--- src/rtl/sat_add_arbiter.sv ---
// sat_add_arbiter: round-robin share of one signed saturating adder among
// N_REQ requesters. Results go out through a one-entry response register
// with valid/ready. A sticky counter tracks saturated transactions.
module sat_add_arbiter #(
  parameter  int N_REQ = 4,
  parameter  int W     = 8,
  parameter  int CNT_W = 16,
  localparam int ID_W  = $clog2(N_REQ)
) (
  input  logic                 clk,
  input  logic                 rst_n,
  input  logic [N_REQ-1:0]     req_valid,
  output logic [N_REQ-1:0]     req_ready,
  input  logic [N_REQ*W-1:0]   req_a,
  input  logic [N_REQ*W-1:0]   req_b,
  output logic                 rsp_valid,
  input  logic                 rsp_ready,
  output logic [W-1:0]         rsp_data,
  output logic [ID_W-1:0]      rsp_id,
  output logic                 rsp_sat,
  input  logic                 sat_clr,
  output logic [CNT_W-1:0]     sat_cnt
);

  logic [ID_W-1:0]  rr_ptr_q, rr_ptr_d;
  logic             rsp_valid_q, rsp_valid_d;
  logic [W-1:0]     rsp_data_q, rsp_data_d;
  logic [ID_W-1:0]  rsp_id_q, rsp_id_d;
  logic             rsp_sat_q, rsp_sat_d;
  logic [CNT_W-1:0] sat_cnt_q, sat_cnt_d;

  logic             stage_free;
  logic             gnt_any;
  logic [ID_W-1:0]  gnt_idx;
  logic [ID_W:0]    idx_w;
  logic             xfer;
  logic [W-1:0]     op_a, op_b, sum_w, sat_val;
  logic             ovf;

  assign stage_free = !rsp_valid_q || rsp_ready;
  assign xfer       = stage_free && gnt_any;

  // Rotating priority search: first valid requester at or after rr_ptr.
  // The extra index bit lets the wrap work for non-power-of-two N_REQ.
  always_comb begin
    gnt_any = 1'b0;
    gnt_idx = '0;
    idx_w   = '0;
    for (int k = 0; k < N_REQ; k++) begin
      idx_w = {1'b0, rr_ptr_q} + (ID_W+1)'(k);
      if (idx_w >= (ID_W+1)'(N_REQ)) idx_w = idx_w - (ID_W+1)'(N_REQ);
      if (!gnt_any && req_valid[idx_w[ID_W-1:0]]) begin
        gnt_any = 1'b1;
        gnt_idx = idx_w[ID_W-1:0];
      end
    end
  end

  // One-hot accept, only when the response register can take the result.
  always_comb begin
    req_ready = '0;
    for (int i = 0; i < N_REQ; i++)
      req_ready[i] = xfer && (gnt_idx == ID_W'(i));
  end

  // Operand mux for the granted requester.
  always_comb begin
    op_a = '0;
    op_b = '0;
    for (int i = 0; i < N_REQ; i++) begin
      if (gnt_idx == ID_W'(i)) begin
        op_a = req_a[i*W +: W];
        op_b = req_b[i*W +: W];
      end
    end
  end

  // Wrapped sum, clamped on signed overflow toward the operands' sign.
  always_comb begin
    sum_w   = op_a + op_b;
    ovf     = (op_a[W-1] == op_b[W-1]) && (sum_w[W-1] != op_a[W-1]);
    sat_val = sum_w;
    if (ovf) sat_val = op_a[W-1] ? {1'b1, {(W-1){1'b0}}} : {1'b0, {(W-1){1'b1}}};
  end

  // Response register, round-robin pointer and saturation counter next state.
  always_comb begin
    rsp_valid_d = rsp_valid_q;
    rsp_data_d  = rsp_data_q;
    rsp_id_d    = rsp_id_q;
    rsp_sat_d   = rsp_sat_q;
    rr_ptr_d    = rr_ptr_q;
    sat_cnt_d   = sat_cnt_q;
    if (xfer) begin
      rsp_valid_d = 1'b1;
      rsp_data_d  = sat_val;
      rsp_id_d    = gnt_idx;
      rsp_sat_d   = ovf;
      rr_ptr_d    = (gnt_idx == ID_W'(N_REQ-1)) ? '0 : gnt_idx + ID_W'(1);
    end else if (rsp_ready) begin
      rsp_valid_d = 1'b0;
    end
    // Clear beats a same-cycle increment; counter sticks at all-ones.
    if (sat_clr)
      sat_cnt_d = '0;
    else if (xfer && ovf && !(&sat_cnt_q))
      sat_cnt_d = sat_cnt_q + CNT_W'(1);
  end

  // State registers, async cleared.
  always_ff @(posedge clk or negedge rst_n) begin
    if (!rst_n) begin
      rsp_valid_q <= 1'b0;
      rsp_data_q  <= '0;
      rsp_id_q    <= '0;
      rsp_sat_q   <= 1'b0;
      rr_ptr_q    <= '0;
      sat_cnt_q   <= '0;
    end else begin
      rsp_valid_q <= rsp_valid_d;
      rsp_data_q  <= rsp_data_d;
      rsp_id_q    <= rsp_id_d;
      rsp_sat_q   <= rsp_sat_d;
      rr_ptr_q    <= rr_ptr_d;
      sat_cnt_q   <= sat_cnt_d;
    end
  end

  assign rsp_valid = rsp_valid_q;
  assign rsp_data  = rsp_data_q;
  assign rsp_id    = rsp_id_q;
  assign rsp_sat   = rsp_sat_q;
  assign sat_cnt   = sat_cnt_q;

endmodule

--- config.mk ---
export PLATFORM = sky130hd
export DESIGN_NAME = sat_add_arbiter
export DESIGN_NICKNAME = d
export VERILOG_FILES = /design/src/rtl/sat_add_arbiter.sv
export SDC_FILE = /design/constraint.sdc
export NUM_CORES = 1
export LEC_CHECK = 0
export ABC_AREA = 1
export CAP_MARGIN = 15
export CORE_AREA = 2 2 79 81
export DETAILED_ROUTE_END_ITERATION = 16
export DIE_AREA = 0 0 81 83
export PLACE_DENSITY_LB_ADDON = 0.05
export RECOVER_POWER = 100
export SETUP_SLACK_MARGIN = 0.4
export SYNTH_ARGS = -nofsm -noshare
export SYNTH_HDL_FRONTEND = slang
export SYNTH_SLANG_ARGS = --single-unit
export TNS_END_PERCENT = 100
--- constraint.sdc ---
create_clock -name clk -period 6.2 [get_ports clk]
set_input_delay 0.62 -clock clk [delete_from_list [all_inputs] [get_ports clk]]
set_output_delay 0.62 -clock clk [all_outputs]
set_load 0.1 [all_outputs]
Word level (Yosys, flattened, before mapping)
Index checks and enable logic that the tools add are counted.
{"block": "totals", "latchBits": 0, "elab_cells": 85, "regBits": 30, "memories": 0, "inputBits": 72, "ramBits": 0, "out_inout_bits": 32, "mem_bits_ro": 0}
{"block": "op_classes", "muxes": 35, "n_div": 0, "n_eq_ne": 5, "n_bitwise": 0, "n_shift": 0, "n_reduce_logical": 21, "add_sub_neg": 10, "magnitude_cmp": 8, "n_mul": 0}
{"cell": "8-bit two-way mux", "count": 10}
{"cell": "16-bit two-way mux", "count": 2}
{"cell": "2-bit two-way mux", "count": 9}
{"cell": "16-bit by 1-bit adder with 16-bit output, second input constant", "count": 1}
{"cell": "16-bit AND reduction", "count": 1}
{"cell": "2-bit by 3-bit less-than comparator with 1-bit output, second input constant", "count": 4}
{"cell": "1-bit logical AND", "count": 11}
{"cell": "1-bit two-way mux", "count": 10}
{"cell": "3-bit >= comparator, second input constant", "count": 3}
{"cell": "8-bit adder", "count": 1}
{"cell": "1-bit binary-select mux with 2-bit select", "count": 4}
{"cell": "2-bit by 1-bit subtractor with 2-bit output, second input constant", "count": 4}
{"cell": "2-bit by 2-bit adder with 3-bit output, second input constant", "count": 2}
{"cell": "1-bit zero test", "count": 5}
{"cell": "2-bit equality test, second input constant", "count": 2}
{"cell": "2-bit nonzero test", "count": 2}
{"cell": "2-bit by 1-bit adder with 3-bit output, second input constant", "count": 1}
{"cell": "2-bit by 3-bit >= comparator with 1-bit output, second input constant", "count": 1}
{"cell": "2-bit by 1-bit adder with 2-bit output, second input constant", "count": 1}
{"cell": "2-bit by 1-bit equality test with 1-bit output, second input constant", "count": 1}
{"cell": "2-bit zero test", "count": 1}
{"cell": "1-bit equality test", "count": 1}
{"cell": "1-bit logical OR", "count": 1}
{"cell": "1-bit inequality test", "count": 1}

Longest topological paths before layout
{"block": "logic_depth", "ltp_word": 26, "mapped_depth": 35, "mapped_depth_nobuf": 32}

Worst setup path after synthesis
No wires, ideal clock.
{"block": "synth_path", "kind": "in2reg", "from": "input req_valid[3]", "to": "register sat_cnt_q[11] (netlist: sat_cnt[11])", "n_path_buf": 3, "cell_stages": 26, "setup_ns": 0.121, "arrival_ns": 3.997, "required_ns": 6.079, "setup_slack_ns": 2.082, "path_cell_list": "inv_1 -> nand2_2 -> nand3_1 -> nand2_2 -> nor2_4 -> nand2_1 -> o211ai_1 -> nand2_1 -> ha_1 -> buf_6 -> nor2_1 -> clkbuf_1 -> a22oi_1 -> nand2_1 -> o21ai_0 -> a21oi_1 -> ha_1 -> nand3_1 -> nand2_2 -> a21oi_1 -> nand3_2 -> nand2_2 -> nand3_4 -> buf_4 -> nand3_1 -> nand2_1"}
{"block": "synth_via", "elab_chain_len": 23, "elab_cells_between_ends": 42, "classes_between": "1 x add/sub; 5 x eq/ne; 24 x mux; 12 x reduce/logical"}
{"element": "start: declaration", "line_no": "12", "source": "input logic [N_REQ-1:0] req_valid,"}
{"element": "1-bit binary-select mux with 2-bit select", "line_no": "52", "source": "if (!gnt_any && req_valid[idx_w[ID_W-1:0]]) begin"}
{"element": "1-bit two-way mux (not written as such)", "line_no": "52"}
{"element": "1-bit two-way mux", "line_no": "52"}
{"element": "1-bit zero test", "line_no": "52"}
{"element": "1-bit logical AND", "line_no": "52"}
{"element": "1-bit two-way mux", "line_no": "52"}
{"element": "1-bit zero test", "line_no": "52"}
{"element": "1-bit logical AND", "line_no": "52"}
{"element": "(+3 left out)"}
{"element": "2-bit two-way mux", "line_no": "52"}
{"element": "2-bit zero test", "line_no": "71", "source": "if (gnt_idx == ID_W'(i)) begin"}
{"element": "8-bit two-way mux (4 in series)", "line_no": "71"}
{"element": "8-bit adder", "line_no": "80", "source": "sum_w = op_a + op_b;"}
{"element": "1-bit inequality test", "line_no": "81", "source": "ovf = (op_a[W-1] == op_b[W-1]) && (sum_w[W-1] != op_a[W-1]);"}
{"element": "1-bit logical AND", "line_no": "81"}
{"element": "1-bit logical AND (*) (2 in series)", "line_no": "106", "source": "else if (xfer && ovf && !(&sat_cnt_q))"}
{"element": "2-bit nonzero test (no line) (*)"}
{"element": "end signal: assignment", "line_no": "125", "source": "sat_cnt_q <= sat_cnt_d;"}
{"element": "end: declaration", "line_no": "30", "source": "logic [CNT_W-1:0] sat_cnt_q, sat_cnt_d;"}
Mark *: on every way between the ends. The rest lies on a longest branch, timed or not. The select of a mux whose other input is x is not followed.
A chain may end at the register's enable or synchronous reset.

Final worst setup path
Ends and elaborated chain as after synthesis.

==> results.md <==
* Die Span Y at ~83 um
* Mux share of post-synthesis cell area at 0%
* Layout cells sized above 1 at about 6.2%
* Hold Path Class: register to register
* Syn_area_per_cell at between 6 and 7 sq um
* # setup viols final at 0
* Req. time, crit path at approximately 6.4 ns
* CP Max Fanout at 19
* Post-Syn Instances at approximately 420
* Final core area utilization at between 60% and 70%
* Core area at 5820 sq um
* Synth top area cells: dfrtp_1, nand2_1, nor2_1
* Complex-gate fraction of the synthesized area at roughly 14%
* Num CTS Buffers at 5
* DP Wirelength at 6110 um
* Post-synthesis register bit count at 30
* Reg2Reg Depth at 25
* Routed WL per cell at 13.3 um
* Post-Route WL at approximately 8000 um
* Fmax at 0.188 GHz
* Design area at between 3000 and 4000 sq um
* Resized Gates After CTS at 0
* GP Congestion at 0.885
* Clk buf depth at 2
* Synth-to-layout area growth at 39.5%
* GRT overflow at 0
* CP endpoint kind: register
* Hold Fails Final Rpt at 0
* Worst Hold Depth at 2
* Num ports at roughly 100
* Setup repair bufs after CTS at 0
* Crit path DAT at around 5.5 ns
* Startpoint Class: input pin
* Maxcap violations at 1
* Ys async rst share at 100%
* Final Critical Period at around 5.3 ns
* Status: complete, but fails checks
* Area after DPL at about 3800 sq um
* Number of remaining DRC errors at 0
* Largest family of logic cells by synthesized area: simple AND/OR/NAND/NOR gates
* Yosys Warn Count at 0
* First-pass GRT wire length at 13300 um
* Slew Viols, Final at 31
* Synthesized area at 2770 sq um
* Area leader, netlist: dfrtp_1
* Cts hold-fix bufs at 0
* RSZ-0062 raised after global routing: false
* Hold Crit Endpoint: rsp_sat$_DFFE_PN0P_
* Root buf cell: clkbuf_8
* Pin count of the biggest net entering global routing at 32
* Clk slew on worst S/H paths at approximately 0.06 ns
* CTS tree: done
* Vias at ~3000
* Synth Area in XOR/XNOR at between 5 and 6%
* Via density at roughly 5.1
* Worst R2R End: sat_cnt[11]$_DFFE_PN0P_
* Die width at roughly 81 um
* Clk sink count at 30
* Failing checks: capacitance limit, slew limit
* Post-synthesis adder-cell area fraction at about 6%
* Final setup margin at 0.879 ns
* Final worst-path cycle share at a little under nine tenths
* IO buf count at between 100 and 150
* Setup TNS at 0 ns
* Final ANT Viol Nets at 0
* Post-synth EDFFs at 0
* Top FF cell, synth: dfrtp_1
* ANT cells at 0
* Worst reg2reg startpoint: rr_ptr_q[0]$_DFFE_PN0P_
* Nets at just under 600
* CTS H-tree depth at 2
* WS Path Type: input pin to register
* Max-Slew Margin vs Limit at -4.82%
* Top cells by count, synth: nand2_1, nor2_1, nand3_1, dfrtp_1, a21oi_1
* Pre-CTS setup slack at 0.733 ns
* Gr usage total at ~24%
* Clock Latency Late Sink at 0.28 ns
* Initial antenna violation count at 0
* Hold_sp: rsp_sat$_DFFE_PN0P_
* Post-synthesis cell type count at 38
* FP Rows at 28
* Die ar. at ~6700 sq um
* Clock Skew at about 0.0076 ns
* Initial Util at 47.7%
* Vias in the first global route at roughly 2900
* Initial DRC Count at between 100 and 150
* Simple-gate area share of the yosys netlist at between 30% and 40%
* Most common cell in the netlist: nand2_1
* Actual slew at the worst max-slew pin at about 1.6 ns
* Synthesized Nets at just over 500
* Worst R2R Setup Slack at between 1 and 1.5 ns
* Top-area cell type share of the netlist area at between 20% and 30%
* Pre-antenna DRT Iters at 4
* Post-synthesis sequential area ratio at 27.1%
==> worst max path at each step <==
stage,start,endpoint,cells after the start
CTS,req_valid[3],sat_cnt[10]$_DFFE_PN0P_,25
floorplan,req_valid[3],sat_cnt[11]$_DFFE_PN0P_,26
finish,req_valid[3],sat_cnt[11]$_DFFE_PN0P_,25
global placement,req_valid[3],sat_cnt[6]$_DFFE_PN0P_,25
global route,req_valid[3],sat_cnt[4]$_DFFE_PN0P_,25
detailed placement,req_valid[3],sat_cnt[10]$_DFFE_PN0P_,25
==> sequential cells by signal, indices dropped and copies added, names as in the netlist <==
register / flops
sat_cnt: 16
rsp_data: 8
rr_ptr_q: 2
rsp_id: 2
rsp_sat: 1
rsp_valid: 1
==> critical path, cell delays in order <==
cell and delay (ns):
clkdlybuf4s50_1 0.42, inv_1 0.08, nand2_2 0.06, nand3_1 0.16
nand2_2 0.07, nor2_1 0.27, nand2_1 0.13, o211ai_1 0.23
nand2_1 0.13, ha_1 0.42, nor2_1 0.73, a22oi_1 0.15
nand2_1 0.10, o21ai_0 0.10, a21oi_1 0.28, ha_1 0.29
nand3_1 0.09, nand2_2 0.10, a21oi_1 0.16, nand3_2 0.18
nand2_2 0.13, nand3_4 0.20, nand2_4 0.26, nand2_1 0.08
nand2_1 0.06
==> logic make-up after synthesis <==
logic type | count (synthesis)
compound gates | 66
fa+ha+maj | 13
flops | 30
xor+xnor | 18
simple gates | 244
buf+inv | 47
==> layer usage <==
layer / wire, um / global-route usage [%]
met1: 3590 / 32.8
met2: 3540 / 38.9
met3: 572 / 4.46
met4: 102 / 7.24
met5: 0 / 0
==> area by class of cell <==
type                       instances  area [sq um]
inverter                          30           120
multi-input combinational        341          1780
timing repair buffer             104          1030
tap                               75          93.8
fill                             549          1950
clock inverter                     1          5.00
sequential                        30           751
clock buffer                       7          86.3
==> stage by stage <==
stage / hold slack [ns] / std cells
6_report: 0.487 / 588
5_1_grt: 0.527 / 588
3_5_place_dp: 0.486 / 580
2_1_floorplan: 0.324 / 418
4_1_cts: 0.503 / 588
3_3_place_gp: 0.485 / 580
==> layout by cell type, fill, tap and decap left out, drive strengths merged, types with 3 or more instances in the layout <==
cell type,count
nand2,129
clkdlybuf4s50,70
nor2,62
nand3,45
dlygate4sd3,33
dfrtp,30
a21oi,30
inv,29
o21ai,17
xor2,16
a22oi,13
ha,12
clkbuf,8
nand4,3
o211ai,3
Power is not shown: default switching activity piles up to over one toggle a cycle in this logic, so the estimate is an artifact.
==> RTL edit: new RTL, config.mk and constraints unchanged <==
Change the parameter `W` from 8 to 6.
--- a/src/rtl/sat_add_arbiter.sv
+++ b/src/rtl/sat_add_arbiter.sv
@@ -3,7 +3,7 @@
 // with valid/ready. A sticky counter tracks saturated transactions.
 module sat_add_arbiter #(
   parameter  int N_REQ = 4,
-  parameter  int W     = 8,
+  parameter  int W     = 6,
   parameter  int CNT_W = 16,
   localparam int ID_W  = $clog2(N_REQ)
 ) (
Ports: changed (resized req_a, req_b and rsp_data); port bits go from 104 to 86. The function was not compared with the original's and may differ.
==> RTL edit against the original RTL <==
- sequential cell count down 2
- largest cell class unchanged
- clock skew down 0.0052 ns
- die area did not move
- synthesized cell count down 12%
- setup slack gained 0.14 ns
- hold slack improved by 0.0013 ns
- critical path depth increased by 2
- routed wire length fell by 14%
- the flow finishes with violations (capacitance limit)
- final area decreased by 14%
- count of clock-buffer cells in the layout is 4 lower
- synthesized area is 11% lower
Power is left out: the tool's default activity adds up to more than one toggle a clock period on the data nets, which glitch-free logic cannot reach.
==> RTL edit: results (changes against the original RTL) <==
| Metric | Value |
|---|---|
| Failing checks | `capacitance limit` |
| DR WL met2 | `3.072 mm (-13%)` |
| Status | `finished, violations left` |
| Initial drt markers | `133 (-7.0%)` |
| Drt pass-1 iters | `5 (+1)` |
| Vias/cell | `5.039 (-1.7%)` |
| XOR/XNOR share of the synthesized area | `0.06025 (+0.003368)` |
| CTS Buf Count | `3 (-2)` |
| Clock transition at path regs | `0.09 ns (+0.03 ns)` |
| Adder-Cell Fraction of Synth Area | `0.05873 (-0.002665)` |
| Tot GR Track Use | `0.1933 (-0.04893)` |
| Cells taking the most area after synthesis | `dfrtp_1 28%, nand2_1 16%, nor2_1 8.5%` |
| Number of port buffers | `85 (-17%)` |
| M3 GR Usage | `0.02283 (-0.02174)` |
| Reported max-cap violation count | `1 (unchanged)` |
| Detailed Place HPWL | `5.199 mm (-15%)` |
| Largest net degree at the start of global routing | `29 (-9.4%)` |
| Largest stage delay on the critical path | `0.56 ns (-0.17 ns)` |
| First-pass GRT wire length | `10.72 mm (-20%)` |
| Share of cells above drive strength 1 | `0.04505 (-0.01733)` |
| Syn_nets | `433 (-14%)` |
| Area of placed instances | `3361 um2 (-12%)` |
| Area grow syn2layout | `34.89%` |
| M1 GR Usage | `0.2669 (-0.06114)` |
| Skew-Pair Late Insertion Delay | `0.26 ns (-0.02 ns)` |
| Skew final | `0.002335 ns (-0.005242 ns)` |
| M1 WL | `3.120 mm (-13%)` |
| Placer Congestion | `0.9110 (+2.9%)` |
| Yosys cell types | `35 (-7.9%)` |
| Final #Nets | `513 (-14%)` |
| Synth cell count leaders | `105 x nand2_1, 56 x nor2_1, 36 x nand3_1, 28 x dfrtp_1, 20 x a21oi_1` |
| Dpl ws | `0.9801 ns (+0.2475 ns)` |
[RTL edit: changes by cell type in the layout (fill, tap and decap cells not counted), moves of 3 or more]
cell	delta
a21oi_1	-8
a22oi_1	-4
clkbuf_8	-3
clkdlybuf4s50_1	-17
inv_1	-6
nand2_2	-5
nand3_1	-4
nand3_2	-3
nor2_1	-5
o21ai_0	-4
[RTL edit: kinds of logic (layout without fill, tap and decap cells)]
kind of cell / Yosys count / count (layout)
simple gates: 229 / 229
compound gates: 47 / 47
buf+inv: 34 / 112
flops: 28 / 28
xor+xnor: 17 / 17
fa+ha+maj: 11 / 11
[RTL edit: path summary, 6_finish.rpt]
check,slack [ns],startpoint,cells past startpoint,endpoint
worst max-delay path,1.02,req_valid[3],27,sat_cnt[11]
worst min-delay path,0.49,rsp_data[5],2,rsp_data[5]
worst max register to register,1.33,rr_ptr_q[0],27,sat_cnt[11]
worst min register to register,0.49,rsp_data[5],2,rsp_data[5]
max in group asynchronous,4.09,rst_n,2,sat_cnt[4]
min in group asynchronous,1.23,rst_n,2,sat_cnt[1]
[RTL edit: through the flow]
step                      hold WS [ns]  std cells
final                           0.4887        519
after global routing            0.5353        519
after CTS                       0.4941        519
after detailed placement        0.4716        516
after global placement          0.4637        516
after floorplan                 0.3244        366
[RTL edit: area by class of cell]
type | count | area share
Inverter | 23 | 0.02740
Sequential cell | 28 | 0.2102
Tap cell | 75 | 0.02815
Timing Repair Buffer | 86 | 0.2564
Multi-Input combinational cell | 304 | 0.4655
Clock buffer | 3 | 0.01239
